### src/rtl/alsu_if.sv
// alsu_if: command and result bundle between the harness driver and alsu_pipe
interface alsu_if #(parameter int WIDTH = 8, parameter int LED_W = 16);
  logic in_valid, in_ready;
  logic [WIDTH-1:0] A, B;
  logic cin, serial_in, red_op_A, red_op_B, bypass_A, bypass_B, direction;
  logic [2:0] opcode;
  logic out_valid, err;
  logic [2*WIDTH-1:0] out;
  logic [LED_W-1:0] leds;
  modport master (output in_valid, A, B, cin, serial_in, red_op_A, red_op_B, opcode, bypass_A, bypass_B, direction,
                  input in_ready, out_valid, out, err, leds);
  modport slave (input in_valid, A, B, cin, serial_in, red_op_A, red_op_B, opcode, bypass_A, bypass_B, direction,
                 output in_ready, out_valid, out, err, leds);
endinterface

### src/rtl/alsu_pipe.sv
// alsu_pipe: handshaked signed ALSU with an iterative shift-add multiplier
module alsu_pipe #(
  parameter int WIDTH = 8,
  parameter string INPUT_PRIORITY = "A",
  parameter string FULL_ADDER = "ON",
  parameter int LED_W = 16
) (
  input logic clk,
  input logic rst_n,
  alsu_if.slave bus
);
  localparam int OUT_W = 2 * WIDTH;
  localparam int CW = $clog2(WIDTH);
  localparam bit PRI_A = INPUT_PRIORITY == "A";
  localparam bit USE_CIN = FULL_ADDER == "ON";
  typedef enum logic [1:0] {IDLE, EXEC, MUL, DONE} state_t;
  state_t st;
  logic [WIDTH-1:0] a_r, b_r, mp, ma, mb, rsrc;
  logic [2:0] op_r;
  logic cin_r, si_r, ra_r, rb_r, ba_r, bb_r, dir_r, neg, inv, go_mul;
  logic [OUT_W-1:0] mc, acc, ax, bx, res;
  logic [CW-1:0] cnt;
  assign bus.in_ready = st == IDLE;
  // multiplier operand magnitudes and the decision to take the multi-cycle path
  always_comb begin
    ma = bus.A[WIDTH-1] ? -bus.A : bus.A;
    mb = bus.B[WIDTH-1] ? -bus.B : bus.B;
    go_mul = bus.opcode == 3'd3 && !bus.red_op_A && !bus.red_op_B && !bus.bypass_A && !bus.bypass_B;
  end
  // single-cycle result from the captured command; shift/rotate act on the held out register
  always_comb begin
    ax = {{WIDTH{a_r[WIDTH-1]}}, a_r};
    bx = {{WIDTH{b_r[WIDTH-1]}}, b_r};
    inv = ((ra_r | rb_r) & (op_r[2] | op_r[1])) | (op_r[2] & op_r[1]);
    rsrc = (ra_r & rb_r) ? (PRI_A ? a_r : b_r) : ra_r ? a_r : b_r;
    res = inv ? '0
        : (ba_r & bb_r) ? (PRI_A ? ax : bx)
        : ba_r ? ax
        : bb_r ? bx
        : op_r == 3'd0 ? ((ra_r | rb_r) ? OUT_W'(|rsrc) : ax | bx)
        : op_r == 3'd1 ? ((ra_r | rb_r) ? OUT_W'(^rsrc) : ax ^ bx)
        : op_r == 3'd2 ? ax + bx + OUT_W'(USE_CIN & cin_r)
        : op_r == 3'd4 ? (dir_r ? {bus.out[OUT_W-2:0], si_r} : {si_r, bus.out[OUT_W-1:1]})
        : op_r == 3'd5 ? (dir_r ? {bus.out[OUT_W-2:0], bus.out[OUT_W-1]} : {bus.out[0], bus.out[OUT_W-1:1]})
        : '0;
  end
  // control FSM: capture, single-cycle execute or WIDTH-step multiply, then one-cycle result pulse
  always_ff @(posedge clk or negedge rst_n) begin
    if (!rst_n) begin
      st <= IDLE;
      {a_r, b_r, op_r, cin_r, si_r, ra_r, rb_r, ba_r, bb_r, dir_r} <= '0;
      {mc, acc, mp, cnt, neg} <= '0;
      bus.out_valid <= 1'b0;
      bus.out <= '0;
      bus.err <= 1'b0;
      bus.leds <= '0;
    end else begin
      bus.out_valid <= 1'b0;
      if (st == IDLE && bus.in_valid) begin
        {a_r, b_r, op_r} <= {bus.A, bus.B, bus.opcode};
        {cin_r, si_r, ra_r, rb_r} <= {bus.cin, bus.serial_in, bus.red_op_A, bus.red_op_B};
        {ba_r, bb_r, dir_r} <= {bus.bypass_A, bus.bypass_B, bus.direction};
        mc <= {{WIDTH{1'b0}}, ma};
        mp <= mb;
        acc <= '0;
        cnt <= '0;
        neg <= bus.A[WIDTH-1] ^ bus.B[WIDTH-1];
        st <= go_mul ? MUL : EXEC;
      end else if (st == EXEC) begin
        bus.out <= res;
        bus.err <= inv;
        bus.leds <= inv ? ~bus.leds : '0;
        bus.out_valid <= 1'b1;
        st <= IDLE;
      end else if (st == MUL) begin
        acc <= mp[0] ? acc + mc : acc;
        mc <= mc << 1;
        mp <= mp >> 1;
        cnt <= cnt + 1'b1;
        st <= cnt == CW'(WIDTH - 1) ? DONE : MUL;
      end else if (st == DONE) begin
        bus.out <= neg ? -acc : acc;
        bus.err <= 1'b0;
        bus.leds <= '0;
        bus.out_valid <= 1'b1;
        st <= IDLE;
      end
    end
  end
endmodule

### src/flat_wrapper.sv
// flat-port wrapper written by rule: the top's interface ports become plain ports
module alsu_pipe_flat 
#(
  parameter int WIDTH = 8,
  parameter string INPUT_PRIORITY = " ",
  parameter string FULL_ADDER = "  ",
  parameter int LED_W = 16
)
  (clk, rst_n, bus_in_valid, bus_A, bus_B, bus_cin, bus_serial_in, bus_red_op_A, bus_red_op_B, bus_opcode, bus_bypass_A, bus_bypass_B, bus_direction, bus_in_ready, bus_out_valid, bus_out, bus_err, bus_leds);
  alsu_if #(.WIDTH(WIDTH), .LED_W(LED_W)) bus_i ();
  input logic clk;
  input logic rst_n;
  input wire logic [$bits(bus_i.in_valid)-1:0] bus_in_valid;
  input wire logic [$bits(bus_i.A)-1:0] bus_A;
  input wire logic [$bits(bus_i.B)-1:0] bus_B;
  input wire logic [$bits(bus_i.cin)-1:0] bus_cin;
  input wire logic [$bits(bus_i.serial_in)-1:0] bus_serial_in;
  input wire logic [$bits(bus_i.red_op_A)-1:0] bus_red_op_A;
  input wire logic [$bits(bus_i.red_op_B)-1:0] bus_red_op_B;
  input wire logic [$bits(bus_i.opcode)-1:0] bus_opcode;
  input wire logic [$bits(bus_i.bypass_A)-1:0] bus_bypass_A;
  input wire logic [$bits(bus_i.bypass_B)-1:0] bus_bypass_B;
  input wire logic [$bits(bus_i.direction)-1:0] bus_direction;
  output wire logic [$bits(bus_i.in_ready)-1:0] bus_in_ready;
  output wire logic [$bits(bus_i.out_valid)-1:0] bus_out_valid;
  output wire logic [$bits(bus_i.out)-1:0] bus_out;
  output wire logic [$bits(bus_i.err)-1:0] bus_err;
  output wire logic [$bits(bus_i.leds)-1:0] bus_leds;
  assign bus_i.in_valid = bus_in_valid;
  assign bus_i.A = bus_A;
  assign bus_i.B = bus_B;
  assign bus_i.cin = bus_cin;
  assign bus_i.serial_in = bus_serial_in;
  assign bus_i.red_op_A = bus_red_op_A;
  assign bus_i.red_op_B = bus_red_op_B;
  assign bus_i.opcode = bus_opcode;
  assign bus_i.bypass_A = bus_bypass_A;
  assign bus_i.bypass_B = bus_bypass_B;
  assign bus_i.direction = bus_direction;
  assign bus_in_ready = bus_i.in_ready;
  assign bus_out_valid = bus_i.out_valid;
  assign bus_out = bus_i.out;
  assign bus_err = bus_i.err;
  assign bus_leds = bus_i.leds;
  alsu_pipe #(.WIDTH(WIDTH), .INPUT_PRIORITY(INPUT_PRIORITY), .FULL_ADDER(FULL_ADDER), .LED_W(LED_W)) u_core (.clk(clk), .rst_n(rst_n), .bus(bus_i));
endmodule
### config.mk
export PLATFORM = sky130hd
export DESIGN_NAME = alsu_pipe_flat
export DESIGN_NICKNAME = d
export VERILOG_FILES = /design/src/rtl/alsu_if.sv /design/src/rtl/alsu_pipe.sv /design/src/flat_wrapper.sv
export SDC_FILE = /design/constraint.sdc
export NUM_CORES = 1
export LEC_CHECK = 0
export BUFFER_PORTS_ARGS = -buffer_cell sky130_fd_sc_hd__buf_4
export CAP_MARGIN = 20
export CELL_PAD_IN_SITES_DETAIL_PLACEMENT = 0
export CELL_PAD_IN_SITES_GLOBAL_PLACEMENT = 1
export CORE_ASPECT_RATIO = 1.25
export CORE_UTILIZATION = 41
export CTS_CLUSTER_SIZE = 14
export DETAILED_ROUTE_END_ITERATION = 6
export GPL_TIMING_DRIVEN = 0
export PLACE_DENSITY_LB_ADDON = 0.12
export SLEW_MARGIN = 30
export SYNTH_ARGS = -nofsm -noshare
export SYNTH_HDL_FRONTEND = slang
export SYNTH_SLANG_ARGS = --single-unit
export TNS_END_PERCENT = 20
### constraint.sdc
create_clock -name clk -period 2.6 [get_ports clk]
set_input_delay 0.39 -clock clk [delete_from_list [all_inputs] [get_ports clk]]
set_output_delay 0.39 -clock clk [all_outputs]
set_load 0.01 [all_outputs]
Word level (Yosys, flattened, before mapping)
Index checks and enable logic that the tools add are counted.
Widths: inputs -> output; s select.
{ "op_classes": {"shifts": 0, "n_div": 0, "order_cmp": 0, "n_bitwise": 12, "muxes": 51, "n_addsub": 6, "reduce_logical": 20, "eq_ne": 11, "mul": 0} }
{ "ops": {"columns": ["cell", "n"], "rows": [
  ["$mux 16", 28],
  ["$mux 8", 7],
  ["$add 16x16->16", 1],
  ["$neg 16->16", 1],
  ["$neg 8->8", 2],
  ["$not 16->16", 1],
  ["$or 16x16->16", 1],
  ["$xor 16x16->16", 1],
  ["$mux 2", 5],
  ["$add 8x8->9", 1],
  ["$eq 3x3->1 const B", 3],
  ["$mux 3", 3],
  ["$mux 1", 8],
  ["$reduce_or 8->1", 1],
  ["$reduce_xor 8->1", 1],
  ["$eq 3x2->1 const B", 2],
  ["$reduce_and 3->1", 2],
  ["$reduce_bool 2->1", 3],
  ["$logic_and 1x1->1", 5],
  ["$and 1x1->1", 4],
  ["$eq 2x2->1 const B", 2],
  ["$logic_not 1->1", 4],
  ["$ne 2x1->1 const B", 2],
  ["$reduce_bool 4->1", 1],
  ["9 further kinds", 11]
]} }
{ "word_totals": {"ff_bits": 105, "n_memories": 0, "ram_bits": 0, "rom_bits": 0, "latchBits": 0, "wordCells": 119, "out_inout_bits": 35} }

Depth between registers and ports, before layout
Gate-level depths: netlist of run 1.
{ "logic_depth": {"depth_word": 11, "depth_mapped": 11, "depth_no_buf": 9} }

Worst setup path after synthesis of run 1
Ideal clock, no wire load.
{ "synth_path": {"kind": "reg-to-reg", "startpoint": "register u_core.ra_r", "endpoint": "register u_core.bus.out[0]", "required_ps": 2459, "stages_incl_launch_ff": 11, "slack_ps": 80, "t_arrival_ps": 2379, "period_less_slack_ps": 2520, "cell_sequence": "dfrtp_1 nor2b_1 clkbuf_1 clkbuf_1 a21oi_1 ha_1 xor2_1 xnor2_1 mux4_2 o21ai_0 a31oi_1"} }
{ "synth_via": {"elab_chain_len": 11, "word_cells_on_any_way": 17, "cone_classes": "mux: 11; bitwise: 4; reduce/logical: 2"} }
{ "synth_lines": {"columns": ["element", "line_no", "rtl"], "rows": [
  ["start, declared", "alsu_pipe.sv:20", "logic cin_r, si_r, ra_r, rb_r, ba_r, bb_r, dir_r, neg, inv, go_mul;"],
  ["start signal, assigned", "alsu_pipe.sv:61", "{cin_r, si_r, ra_r, rb_r} <= {bus.cin, bus.serial_in, bus.red_op_A, bus.red_op_B};"],
  ["$mux 8 / $and 1x1->1 (equally long branches)", "alsu_pipe.sv:35", "rsrc = (ra_r & rb_r) ? (PRI_A ? a_r : b_r) : ra_r ? a_r : b_r;"],
  ["$mux 8", "alsu_pipe.sv:35", null],
  ["$reduce_xor 8->1", "alsu_pipe.sv:41", ": op_r == 3'd1 ? ((ra_r | rb_r) ? OUT_W'(^rsrc) : ax ^ bx)"],
  ["$mux 16 (2 in a row)", "alsu_pipe.sv:41", null],
  ["$mux 16", "alsu_pipe.sv:40", ": op_r == 3'd0 ? ((ra_r | rb_r) ? OUT_W'(|rsrc) : ax | bx)"],
  ["$mux 16", "alsu_pipe.sv:39", ": bb_r ? bx"],
  ["$mux 16", "alsu_pipe.sv:38", ": ba_r ? ax"],
  ["$mux 16", "alsu_pipe.sv:37", ": (ba_r & bb_r) ? (PRI_A ? ax : bx)"],
  ["$mux 16 *", "alsu_pipe.sv:36", "res = inv ? '0"],
  ["$mux 16 *", "alsu_pipe.sv:69", "end else if (st == EXEC) begin"],
  ["end signal, assigned", "alsu_pipe.sv:70", "bus.out <= res;"],
  ["end signal, assigned", "alsu_pipe.sv:82", "bus.out <= neg ? -acc : acc;"],
  ["end, declared", "alsu_if.sv:13", "output in_ready, out_valid, out, err, leds);"]
]} }
Mark *: on every way between the ends. The rest lies on a longest branch, timed or not.
A chain may end at the register's enable or synchronous reset.

Final worst setup path of run 1
{ "layout_path": {"startpoint": "register u_core.a_r[4]", "endpoint": "register u_core.bus.out[12]"} }
{ "layout_via": {"elab_chain_len": 9} }
{ "layout_lines": {"columns": ["element", "line_no", "rtl"], "rows": [
  ["start, declared", "alsu_pipe.sv:18", "logic [WIDTH-1:0] a_r, b_r, mp, ma, mb, rsrc;"],
  ["start signal, assigned", "alsu_pipe.sv:60", "{a_r, b_r, op_r} <= {bus.A, bus.B, bus.opcode};"],
  ["$add 8x8->9", "alsu_pipe.sv:42", ": op_r == 3'd2 ? ax + bx + OUT_W'(USE_CIN & cin_r)"],
  ["$mux 16", "alsu_pipe.sv:42", null],
  ["$mux 16", "alsu_pipe.sv:41", null],
  ["$mux 16", "alsu_pipe.sv:40", null],
  ["$mux 16", "alsu_pipe.sv:39", null],
  ["$mux 16", "alsu_pipe.sv:38", null],
  ["$mux 16", "alsu_pipe.sv:37", null],
  ["$mux 16", "alsu_pipe.sv:36", null],
  ["$mux 16", "alsu_pipe.sv:69", null]
]} }
Every way passes these cells.

==> run summary, run 1 <==
The via count of the first global-routing pass is 6192. The region available for standard cell placement spans 16300 um^2. STA classifies the critical path startpoint as a flop. The global placer's final weighted congestion is 0.892. The sequential cells in the finished layout cover a total of 2630 um^2. The clock tree from TritonCTS is yes. STA classifies the critical path endpoint as a flop. The count of input and output buffers is 60. The cell accounting for the most synthesized area is dfrtp_1. The clock sink total came out at 105.

The number of synthesis warnings is 0. The signal on the critical path passes through inv_1 > ha_1 > a21o_1 > a21oi_2 > a21boi_2 > o41ai_4 > nand4_1 > a41oi_1. The synthesized netlist occupies a cell area of 6930 um^2.

The final cell count without fillers is 1098. The headroom to the max-slew limit came out at 39.2%. The die covers 17400 um^2. The number of nets still failing antenna checks after routing came out at 0. The per-cell routed wire length is 19.2 um. Once the floorplan was initialized, standard cells occupied 42.4% of the core. The number of iterations in the first detailed-routing pass came out at 5. The final number of max-transition violations came out at 0. By count the netlist is led by nand2_1, dfrtp_1, o21ai_0, nor2_1, a21oi_1.

The peak supply drop is 0.000507 V. For this design the static power due to leakage is 3.69 nW. The number of instances in the placed design came out at 1081.

Among all cell types in the netlist, the one instantiated most often is nand2_1. The required arrival time at the worst endpoint came out at 2870 ps. No sink is reached through more buffers than the 2 on the longest clock path. The clock transition at the registers of the reported paths came out at 80 ps. After layout, the minimum clock period comes to 2500 ps. The largest net degree at the start of global routing came out at 106. The hold buffer count at cts is 0. The total power draw is 10.7 mW. The number of placement rows came out at 52. The run finished with clean final reports. The worst-path maximum fanout came out at 8. The path class of the tightest hold or removal check is input pin to async pin. By startpoint and endpoint, the worst setup path is classified as flop to flop.

The share of layout cells above drive strength 1 came out at 13.2%. The total grt overflow is 0. In this run the count of I/O pins placed on the die edge is 64.

The number of buffers created by CTS is 9. The count of different cell masters after synthesis is 71. Wires add up to 21100 um.

The overall global routing resource usage came out at 25.0%. The die is 118 um wide. The average instance in the mapped netlist occupies 8.61 um^2. The tree is rooted in a clkbuf_16. The highest clock frequency the design can meet is 399 MHz. Among all flip-flop cells after synthesis, the most frequent one is dfrtp_1. The post-route clock period utilization came out at 96.3%.

The later pin in the worst-skew pair is clocked with a latency of 360 ps. The detailed placer's ending HPWL came out at 16100 um. The post-synthesis sequential area ratio is 37.9%. Synthesis produced a netlist whose cell count is 805. The tool flagged a number of max-cap violations equal to 0. After detailed routing, the number of vias per cell comes to 5.65. The post-placement cell area came out at 7650 um^2. The final hold violation count is 0.

The repair_antennas step left the layout with diodes totalling 0. The share of synthesized area in the top cell type comes to 37.9%. The number of antenna violations at the first check in global routing is 0. The synthesis-stage register bit count came out at 105. The die outline height is 147 um. After synthesis, the cell types taking the most area are dfrtp_1, nand2_1, ha_1. The synthesized design contains 0 enable-type register cells. The number of nets at the end of the flow is 948. The area taken by multi-input logic gates came out at 4040 um^2. The number of nets produced by synthesis is 876.

The via total after detailed routing came out at 6203. After routing the design area is 8000 um^2. The power per standard cell area came out at 1330 nW/um^2. The growth of design area from synthesis to finish is 15.5%. The wire length of the first global-routing pass is 33700 um. The post-route core utilization came out at 49.0%.

Among all stages on the critical path, the largest delay is contributed by o41ai_4. The number of setup violations in the final report is 0. The violation count after the first detailed-routing iteration is 485. The pin slew with the least headroom to its limit came out at 912 ps. After detailed routing, the number of remaining DRC violations is 0. The number of H-tree branching levels came out at 3. The final setup skew is 9.22 ps.

The filler cells instantiated in the layout total 1605. The peak per-stage delay on the critical path is 520 ps. The fraction of registers with async set or reset after synthesis came out at 100%. At the worst endpoint, the arrival time is 2770 ps.
[power breakdown]
group          leakage, nW  internal (mW)  total [mW]  switching (mW)
combinational         2.21           2.55        6.30            3.75
sequential            1.34           2.30        3.02           0.720
clock                0.140          0.671        1.35           0.678
total                 3.69           5.52        10.7            5.15
[metal layers]
layer,part of all wire [%],up-vias,track usage (%)
li1,-,3007,-
met1,45,3018,32.7
met2,50,145,43.1
met3,3.2,33,2.80
met4,2.2,0,8.33
met5,0,-,0
[cells by family after synthesis]
kind of cell               Yosys count  share of synthesized area (%)
AOI/OAI and AO/OA                  231                           22.3
buffers and inverters               78                           4.42
muxes                               38                           5.69
xor gates and xnor gates            32                           4.04
and+or+nand+nor                    279                           17.9
DFF                                105                           37.9
adders and majority gates           42                           7.80
[critical path, delay by kind of cell, from the launching register on]
family / cells / cell delay (ps)
buffers and inverters: 1 / 120
DFF: 1 / 430
AOI/OAI and AO/OA: 5 / 1290
and+or+nand+nor: 1 / 170
adders and majority gates: 1 / 390
[sequential cells by signal, summed over array words and instances, names as in the netlist, 2 cells and up]
name,flops
u_core.bus.leds,16
u_core.bus.out,16
u_core.mp,8
u_core.mc,16
u_core.cnt,3
u_core.st,2
u_core.b_r,8
u_core.op_r,3
u_core.acc,16
u_core.a_r,8
[what timing repair did]
item,4_1_cts,5_1_grt
pin swaps,1,0
endpoints found under the setup margin,1,11
resized for setup,6,8
setup buffers,2,0
[path summary, 6_finish.rpt]
path	start	end	slack, ps	cells past startpoint
max in group asynchronous	rst_n	u_core.mc[7]	1820	1
setup reg to reg	u_core.a_r[4]	u_core.bus.out[12]	100	8
hold reg to reg	u_core.bus.leds[6]	u_core.bus.leds[6]	480	1
min in group clk	bus_serial_in	u_core.si_r	220	3
hold / removal	rst_n	u_core.b_r[4]	70	1
setup / recovery	u_core.a_r[4]	u_core.bus.out[12]	100	8
[cell usage in the layout (no fill, tap or decap), types with 8 or more instances in the layout]
cell	netlist	final
nand2b_1	9	9
nor2_1	65	65
o31ai_1	11	11
nor3_1	12	12
nand2_1	134	134
dfrtp_1	105	105
inv_1	34	34
a21oi_1	48	47
nand3_1	21	21
o21a_1	9	9
buf_4	0	61
a31oi_1	13	13
clkbuf_16	0	9
ha_1	40	40
clkbuf_1	29	27
xor2_1	14	14
xnor2_1	18	17
mux2i_1	36	36
nand4_1	8	8
buf_2	11	11
a21o_1	14	14
o21ai_0	72	70
[layout make-up]
cell class | instances | share of cell area [%]
clock inverters | 7 | 0.766
plain buffers | 43 | 2.24
clock buffers | 9 | 2.81
well taps | 216 | 3.38
flip-flops and latches | 105 | 32.8
repair buffers | 62 | 5.89
inverters | 34 | 1.59
multi-input cells | 622 | 50.5
[through the flow]
stage,hold WS [ps],worst slack [ps],TNS (ps)
final,70.2,95.1,0
after CTS,215,9.08,0
after floorplan,94.4,80.4,0
after global placement,461,-415,-415
after global routing,188,-7.58,-7.58
after detailed placement,467,-500,-500
Note: power is estimated with default switching activity, not from simulation.
==> run 2, diff against run 1 <==
--- a/config.mk
+++ b/config.mk
@@ -7,14 +7,15 @@
 export LEC_CHECK = 0
 export BUFFER_PORTS_ARGS = -buffer_cell sky130_fd_sc_hd__buf_4
 export CAP_MARGIN = 20
-export CELL_PAD_IN_SITES_DETAIL_PLACEMENT = 0
-export CELL_PAD_IN_SITES_GLOBAL_PLACEMENT = 1
+export CELL_PAD_IN_SITES_DETAIL_PLACEMENT = 1
+export CELL_PAD_IN_SITES_GLOBAL_PLACEMENT = 2
 export CORE_ASPECT_RATIO = 1.25
-export CORE_UTILIZATION = 41
+export CORE_UTILIZATION = 33
 export CTS_CLUSTER_SIZE = 14
 export DETAILED_ROUTE_END_ITERATION = 6
 export GPL_TIMING_DRIVEN = 0
 export PLACE_DENSITY_LB_ADDON = 0.12
+export SETUP_SLACK_MARGIN = 0.2
 export SLEW_MARGIN = 30
 export SYNTH_ARGS = -nofsm -noshare
 export SYNTH_HDL_FRONTEND = slang
==> run summary, run 2 (same netlist as run 1, synthesis figures left out) <==
The total grt overflow came out at 0 (unchanged). The length in cells of the worst reg-to-reg path was 11 (+3). The number of antenna violations at the first check in global routing came out at 0 (unchanged). The number of design rule violations left after detail routing is 0 (unchanged). The post-detailed-routing wire length is 24600 um (+17%). The clock transition at the registers of the reported paths is 80 ps (about the same). The number of buffers created by CTS came out at 9 (unchanged). The overall global routing resource usage came out at 23.2% (-1.8 points). The number of H-tree branching levels came out at 3 (unchanged). The run finished with clean final reports.

The minimum clock period came out at 2460 ps (-42.9 ps). The number of setup violations in the final report came to 0 (unchanged). The static leakage is 3.78 nW (+2.5%).

The pin slew with the least headroom to its limit came to 680 ps (-232 ps). The largest net degree at the start of global routing is 80 (-25%). Setup repair after global routing could not meet its margin everywhere. In the layout the commonest cells are nand2_1, dfrtp_1, buf_4.

The wire length of the first global-routing pass was 38400 um (+14%). The cell count of the worst hold path came out at 3. The area of the core came out at 20300 um^2 (+24%). The number of nets at the end of the flow is 963 (+1.6%). The growth of design area from synthesis to finish is 21.1%. The final hold violation count is 0 (unchanged). TritonCTS built the clock tree.

The tree is rooted in a clkbuf_16. The per-cell routed wire length is 21.1 um (+9.7%). The final number of max-transition violations came out at 0 (unchanged).

The post-route clock period utilization is 94.7% (-1.6 points). The via total after detailed routing came out at 6449 (+4.0%). The final setup skew came to 9.86 ps (+0.644 ps). The number of fill cells in the layout came to 2424 (+51%).

The accumulated negative setup slack is 0 ps (unchanged). The tightest min-delay check is of the input pin to flop type. The required arrival time at the worst endpoint came out at 2810 ps (-60 ps). The max-capacitance violation count is 0 (unchanged). The number of iterations in the first detailed-routing pass is 6 (+1).

The worst setup path is launched from a flop. The clock sink total came out at 105 (unchanged). The area enclosed by the die boundary came out at 21600 um^2 (+24%). STA classifies the critical path endpoint as a flop. The reg-to-reg setup timing slack is 140 ps (+40 ps).

The via count of the first global-routing pass is 6797 (+9.8%). The worst-path maximum fanout is 7 (-1). The highest clock frequency the design can meet came to 406 MHz (+1.7%). The number of nets still failing antenna checks after routing was 0 (unchanged). The power per standard cell area came to 1350 nW/um^2 (+1.6%).

The global placer's final weighted congestion is 0.859 (-3.6%). The share of layout cells above drive strength 1 came to 18.1% (+4.9 points). The path with the worst hold slack has its endpoint at u_core.si_r.

The data arrival time of the critical path is 2680 ps (-90 ps). The pre-CTS setup slack is -188 ps (+313 ps). The worst register-to-register path begins at u_core.rb_r. The die outline height came out at 164 um (+11%). The I/O pin total came out at 64 (unchanged). The endpoint identified for the worst register-to-register timing path is u_core.bus.out[0]. By startpoint and endpoint, the worst setup path is classified as flop to flop. The count of input and output buffers is 60 (unchanged).

The peak supply drop came out at 0.000409 V (-19%). The number of antenna cells inserted is 0 (unchanged). The initial cell density of the core is 34.1% (-8.3 points). The insertion delay to the later sink of the worst-skew pair came out at 360 ps (about the same). The startpoint identified for the worst hold timing path is bus_serial_in. The detailed placer's ending HPWL was 18800 um (+17%). The violation count after the first detailed-routing iteration came out at 251 (-48%). The number of placement rows came to 58 (+12%). The horizontal die dimension is 132 um (+11%). The via density per instance came to 5.53 (-2.2%). The number of buffers on the longest clock path came out at 2 (unchanged). Leaving out fill and tap cells, the most frequent cell in the layout is nand2_1. The worst-case setup margin in the final layout came out at 138 ps (+42.9 ps). The headroom to the max-slew limit is 54.3% (+15 points).
run 2: changes by cell type in the layout (fill, tap and decap cells not counted), moves of 3 or more:
cell,before,now
dfrtp_2,0,5
ha_4,0,3
buf_4,61,71
nor2_2,0,4
nor2_1,65,59
dfrtp_1,105,100
a21oi_1,47,40
ha_1,40,34
a21oi_2,2,8
ha_2,0,3
run 2: timing repair:
action,4_1_cts,5_1_grt
hold endpoints to repair,26,0
setup buffers,6,7
hold buffers,1,0
pin swaps,3,16
cloned,0,1
gates resized for setup,18,40
endpoints found under the setup margin,13,19
run 2: power breakdown:
part | internal, mW | switching [mW]
Combinational | 2.84 | 4.10
Sequential | 2.30 | 0.769
Clock | 0.663 | 0.677
Total | 5.81 | 5.55
run 2: how the worst max path moves through the flow:
| stage | from | slack, ps | end | cells after the start |
|---|---|---|---|---|
| 3_3_place_gp | u_core.ra_r | -150 | u_core.bus.out[0] | 11 |
| 5_1_grt | u_core.b_r[0] | 90 | u_core.bus.out[13] | 10 |
| 2_1_floorplan | u_core.ra_r | 260 | u_core.bus.out[0] | 10 |
| 4_1_cts | u_core.rb_r | 80 | u_core.bus.out[0] | 11 |
| 3_5_place_dp | u_core.ra_r | -190 | u_core.bus.out[0] | 11 |
| 6_report | u_core.rb_r | 140 | u_core.bus.out[0] | 11 |
run 2: layer usage:
| layer | part of all wire [%] | wire length (um) | up-vias | GRT usage (%) |
|---|---|---|---|---|
| met2 | 51 | 12600 | 125 | 41.2 |
| met5 | 0 | 0 | - | 0 |
| met1 | 44 | 10800 | 3259 | 29.2 |
| li1 | - | - | 3036 | - |
| met3 | 2.6 | 632 | 29 | 2.38 |
| met4 | 2.3 | 560 | 0 | 8.35 |
run 2: stage by stage:
| step | instances | power, mW | hold WS, ps | utilization [%] | cell area [um^2] |
|---|---|---|---|---|---|
| 6_report | 1167 | 11.4 | 219 | 41.3 | 8390 |
| 3_5_place_dp | 1136 | 9.39 | 261 | 38.2 | 7750 |
| 5_1_grt | 1167 | 12.2 | 227 | 41.3 | 8390 |
| 3_3_place_gp | 1135 | 9.17 | 464 | 38.0 | 7720 |
| 2_1_floorplan | 805 | 7.16 | 94.4 | - | 6930 |
| 4_1_cts | 1159 | 11.0 | 212 | 40.1 | 8150 |
run 2: worst max-delay path, cell delays in order (launching register included):
cell,delay [ps]
dfrtp_1,390
nor2b_1,150
buf_6,170
buf_8,140
nor2_2,40
a21oi_1,130
ha_1,280
xnor2_2,200
xnor2_1,90
mux4_2,490
o21ai_2,150
a31oi_1,100
run 2: final cells by class:
class,instances,area [um^2],share of cell area [%]
Buffer,44,198,2.36
Clock buffer,9,225,2.68
Clock inverter,7,53.8,0.641
Inverter,34,128,1.52
Multi-Input combinational cell,622,4190,50.0
Sequential cell,105,2630,31.4
Tap cell,270,338,4.03
Timing Repair Buffer,76,622,7.41
==> run 3, diff against run 2 <==
--- a/config.mk
+++ b/config.mk
@@ -15,6 +15,7 @@
 export DETAILED_ROUTE_END_ITERATION = 6
 export GPL_TIMING_DRIVEN = 0
 export PLACE_DENSITY_LB_ADDON = 0.12
+export REMOVE_ABC_BUFFERS = 1
 export SETUP_SLACK_MARGIN = 0.2
 export SLEW_MARGIN = 30
 export SYNTH_ARGS = -nofsm -noshare
==> run summary, run 3 (same netlist as run 1, synthesis figures left out) <==
The pin slew with the least headroom to its limit came out at 946 ps (+266 ps). Clock tree synthesis selected as its root buffer the cell clkbuf_16. The wire length of the first global-routing pass came out at 36200 um (-5.8%). The via count of the first global-routing pass is 6426 (-5.5%).

The total grt overflow came to 0 (unchanged). The area enclosed by the die boundary is 21600 um^2 (unchanged). The peak supply drop came out at 0.000487 V (+19%). The power per standard cell area came out at 1330 nW/um^2 (-1.7%). The sum of buffers and inverters on the critical path was 1 (-1).

The area of the core is 20300 um^2 (unchanged). The largest net degree at the start of global routing is 62 (-23%). The final setup skew came out at 16.2 ps (+6.29 ps). The share of total power in sequential cells came out at 30.9% (+3.8 points). The number of design rule violations left after detail routing is 0 (unchanged).

The commonest non-fill, non-tap cell in the layout is nand2_1. The final number of max-transition violations came out at 0 (unchanged). The count of input and output buffers came out at 62 (+3.3%).

The accumulated negative setup slack came out at 0 ps (unchanged). The switching power summed over all nets came out at 5.26 mW (-5.2%). The number of setup violations in the final report came to 0 (unchanged). The switching share of power came to 48.2% (-0.65 points).

On the critical path, the stage with the largest delay is an instance of mux4_2. The number of buffers on the longest clock path is 2 (unchanged). The cell internal power dissipation is 5.65 mW (-2.7%).

The overall global routing resource usage came out at 21.6% (-1.7 points). Setup repair after global routing could not meet its margin everywhere. The number of antenna violations at the first check in global routing came out at 1 (+1). The number of fill cells in the layout came out at 2385 (-1.6%). The share of layout cells above drive strength 1 came out at 16.5% (-1.6 points). The top cell types in the final layout, fill and taps aside, are nand2_1, dfrtp_1, buf_4.

The I/O pin total is 64 (unchanged). The tightest min-delay check is of the input pin to flop type. The peak per-stage delay on the critical path is 490 ps (about the same). Grouping stages by cell kind, the critical path spends the most delay in multiplexers. The part of the total power dissipated in combinational logic is 55.9% (-5.2 points). The minimum clock period came to 2410 ps (-49.7 ps). The headroom to the max-slew limit came out at 37.0% (-17 points). The growth of design area from synthesis to finish is 18.4%. STA classifies the critical path endpoint as a flop.

The insertion delay to the later sink of the worst-skew pair came out at 370 ps (about the same). The post-route clock period utilization is 92.8% (-1.9 points). The number of nets still failing antenna checks after routing is 0 (unchanged). The global placer's final weighted congestion is 0.859 (about the same).

The clock sink total is 105 (unchanged). The run finished with clean final reports. The number of nets at the end of the flow came to 923 (-4.2%). The critical path is of the flop to flop type. The max-capacitance violation count came out at 0 (unchanged). The via total after detailed routing is 6153 (-4.6%).

The die outline height is 164 um (unchanged). The reg-to-reg setup timing slack came out at 190 ps (+50 ps). The post-detailed-routing wire length came out at 22300 um (-9.2%). The initial cell density of the core came to 34.1% (unchanged).

The worst-case setup margin in the final layout came out at 188 ps (+49.7 ps). The post-placement cell area came to 7660 um^2 (-1.2%). The data arrival time of the critical path was 2640 ps (-40 ps). The worst hold slack across all endpoints is 210 ps (-9.25 ps). The worst-path maximum fanout came out at 3 (-4). The per-cell routed wire length is 19.8 um (-6.1%). The number of iterations in the first detailed-routing pass was 5 (-1). The part of the total power dissipated in the clock network came out at 13.2% (+1.4 points). The static leakage is 3.73 nW (-1.5%).

The final instance area was 8200 um^2 (-2.2%). The violation count after the first detailed-routing iteration came out at 229 (-8.8%). The category of the worst setup path launch point is a flop. The highest clock frequency the design can meet was 415 MHz (+2.1%). The detailed placer's ending HPWL was 16400 um (-12%). TritonCTS built the clock tree. Traced cell by cell, the critical path runs through nor2b_4 > buf_4 > nor2_1 > a21oi_1 > ha_1 > xor2_1 > xnor2_1 > mux4_2 > o21ai_2 > a31oi_1. The number of placement rows is 58 (unchanged). The clock transition at the registers of the reported paths came out at 90 ps (about the same). The required arrival time at the worst endpoint is 2830 ps (+20 ps). The via density per instance came to 5.45 (-1.3%).

The pre-CTS setup slack is -326 ps (-138 ps). The number of buffers created by CTS came out at 9 (unchanged). The horizontal die dimension came out at 132 um (unchanged). The final hold violation count is 0 (unchanged).

The number of H-tree branching levels is 3 (unchanged). The post-route core utilization is 40.4% (-0.92 points).
run 3: cell types whose count changed in the layout (fill, tap and decap cells not counted), moves of 4 or more:
cell	before	now
nor2_1	59	64
clkbuf_1	27	0
buf_2	11	0
a21oi_1	40	45
buf_1	4	0
ha_1	34	38
a21oi_2	8	4
run 3: timing repair:
item,4_1_cts,5_1_grt
hold buffers,1,0
resized for setup,5,27
endpoints found under the setup margin,34,34
hold endpoints to repair,44,0
buffers inserted,3,11
pin swaps,1,11
cloned,0,0
run 3: final cells by class:
| type | instances | area, um^2 | share of cell area, % |
|---|---|---|---|
| well taps | 270 | 338 | 4.12 |
| multi-input cells | 622 | 4110 | 50.1 |
| repair buffers | 80 | 687 | 8.38 |
| clock inverters | 7 | 78.8 | 0.961 |
| diodes | 1 | 2.50 | 0.0305 |
| clock buffers | 9 | 225 | 2.75 |
| inverters | 34 | 128 | 1.56 |
| flip-flops and latches | 105 | 2640 | 32.2 |
run 3: worst paths after layout:
path	startpoint	endpoint	cells past startpoint
hold reg to reg	u_core.bus.leds[5]	u_core.bus.leds[5]	1
max in group asynchronous	rst_n	u_core.st[0]	3
setup reg to reg	u_core.rb_r	u_core.bus.out[0]	10
setup / recovery	u_core.rb_r	u_core.bus.out[0]	10
hold / removal	bus_serial_in	u_core.si_r	3
min in group asynchronous	rst_n	u_core.op_r[0]	2
run 3: stage by stage:
step,power (mW),std cells
floorplan,7.00,761
global placement,8.90,1093
detailed placement,9.18,1096
CTS,10.7,1116
global route,11.9,1127
finish,10.9,1128
run 3: power groups by stage:
stage	clock (mW)	combinational, mW	sequential, mW
final	1.44	6.10	3.37
after floorplan	0	3.90	3.10
after detailed placement	0	5.76	3.42
after CTS	1.47	5.87	3.39
after global routing	1.54	6.81	3.51
after global placement	0	5.53	3.37
run 3: metal layers:
layer	part of all wire, %	vias up	GRT usage, %
li1	-	2952	-
met1	45	3078	27.9
met2	50	93	37.0
met3	2.7	30	2.56
met4	2.2	0	7.88
met5	0	-	0
run 3: worst min-delay path, stage by stage:
cell and delay (ps):
buf_4 80, nand2_1 40, nand2_1 50
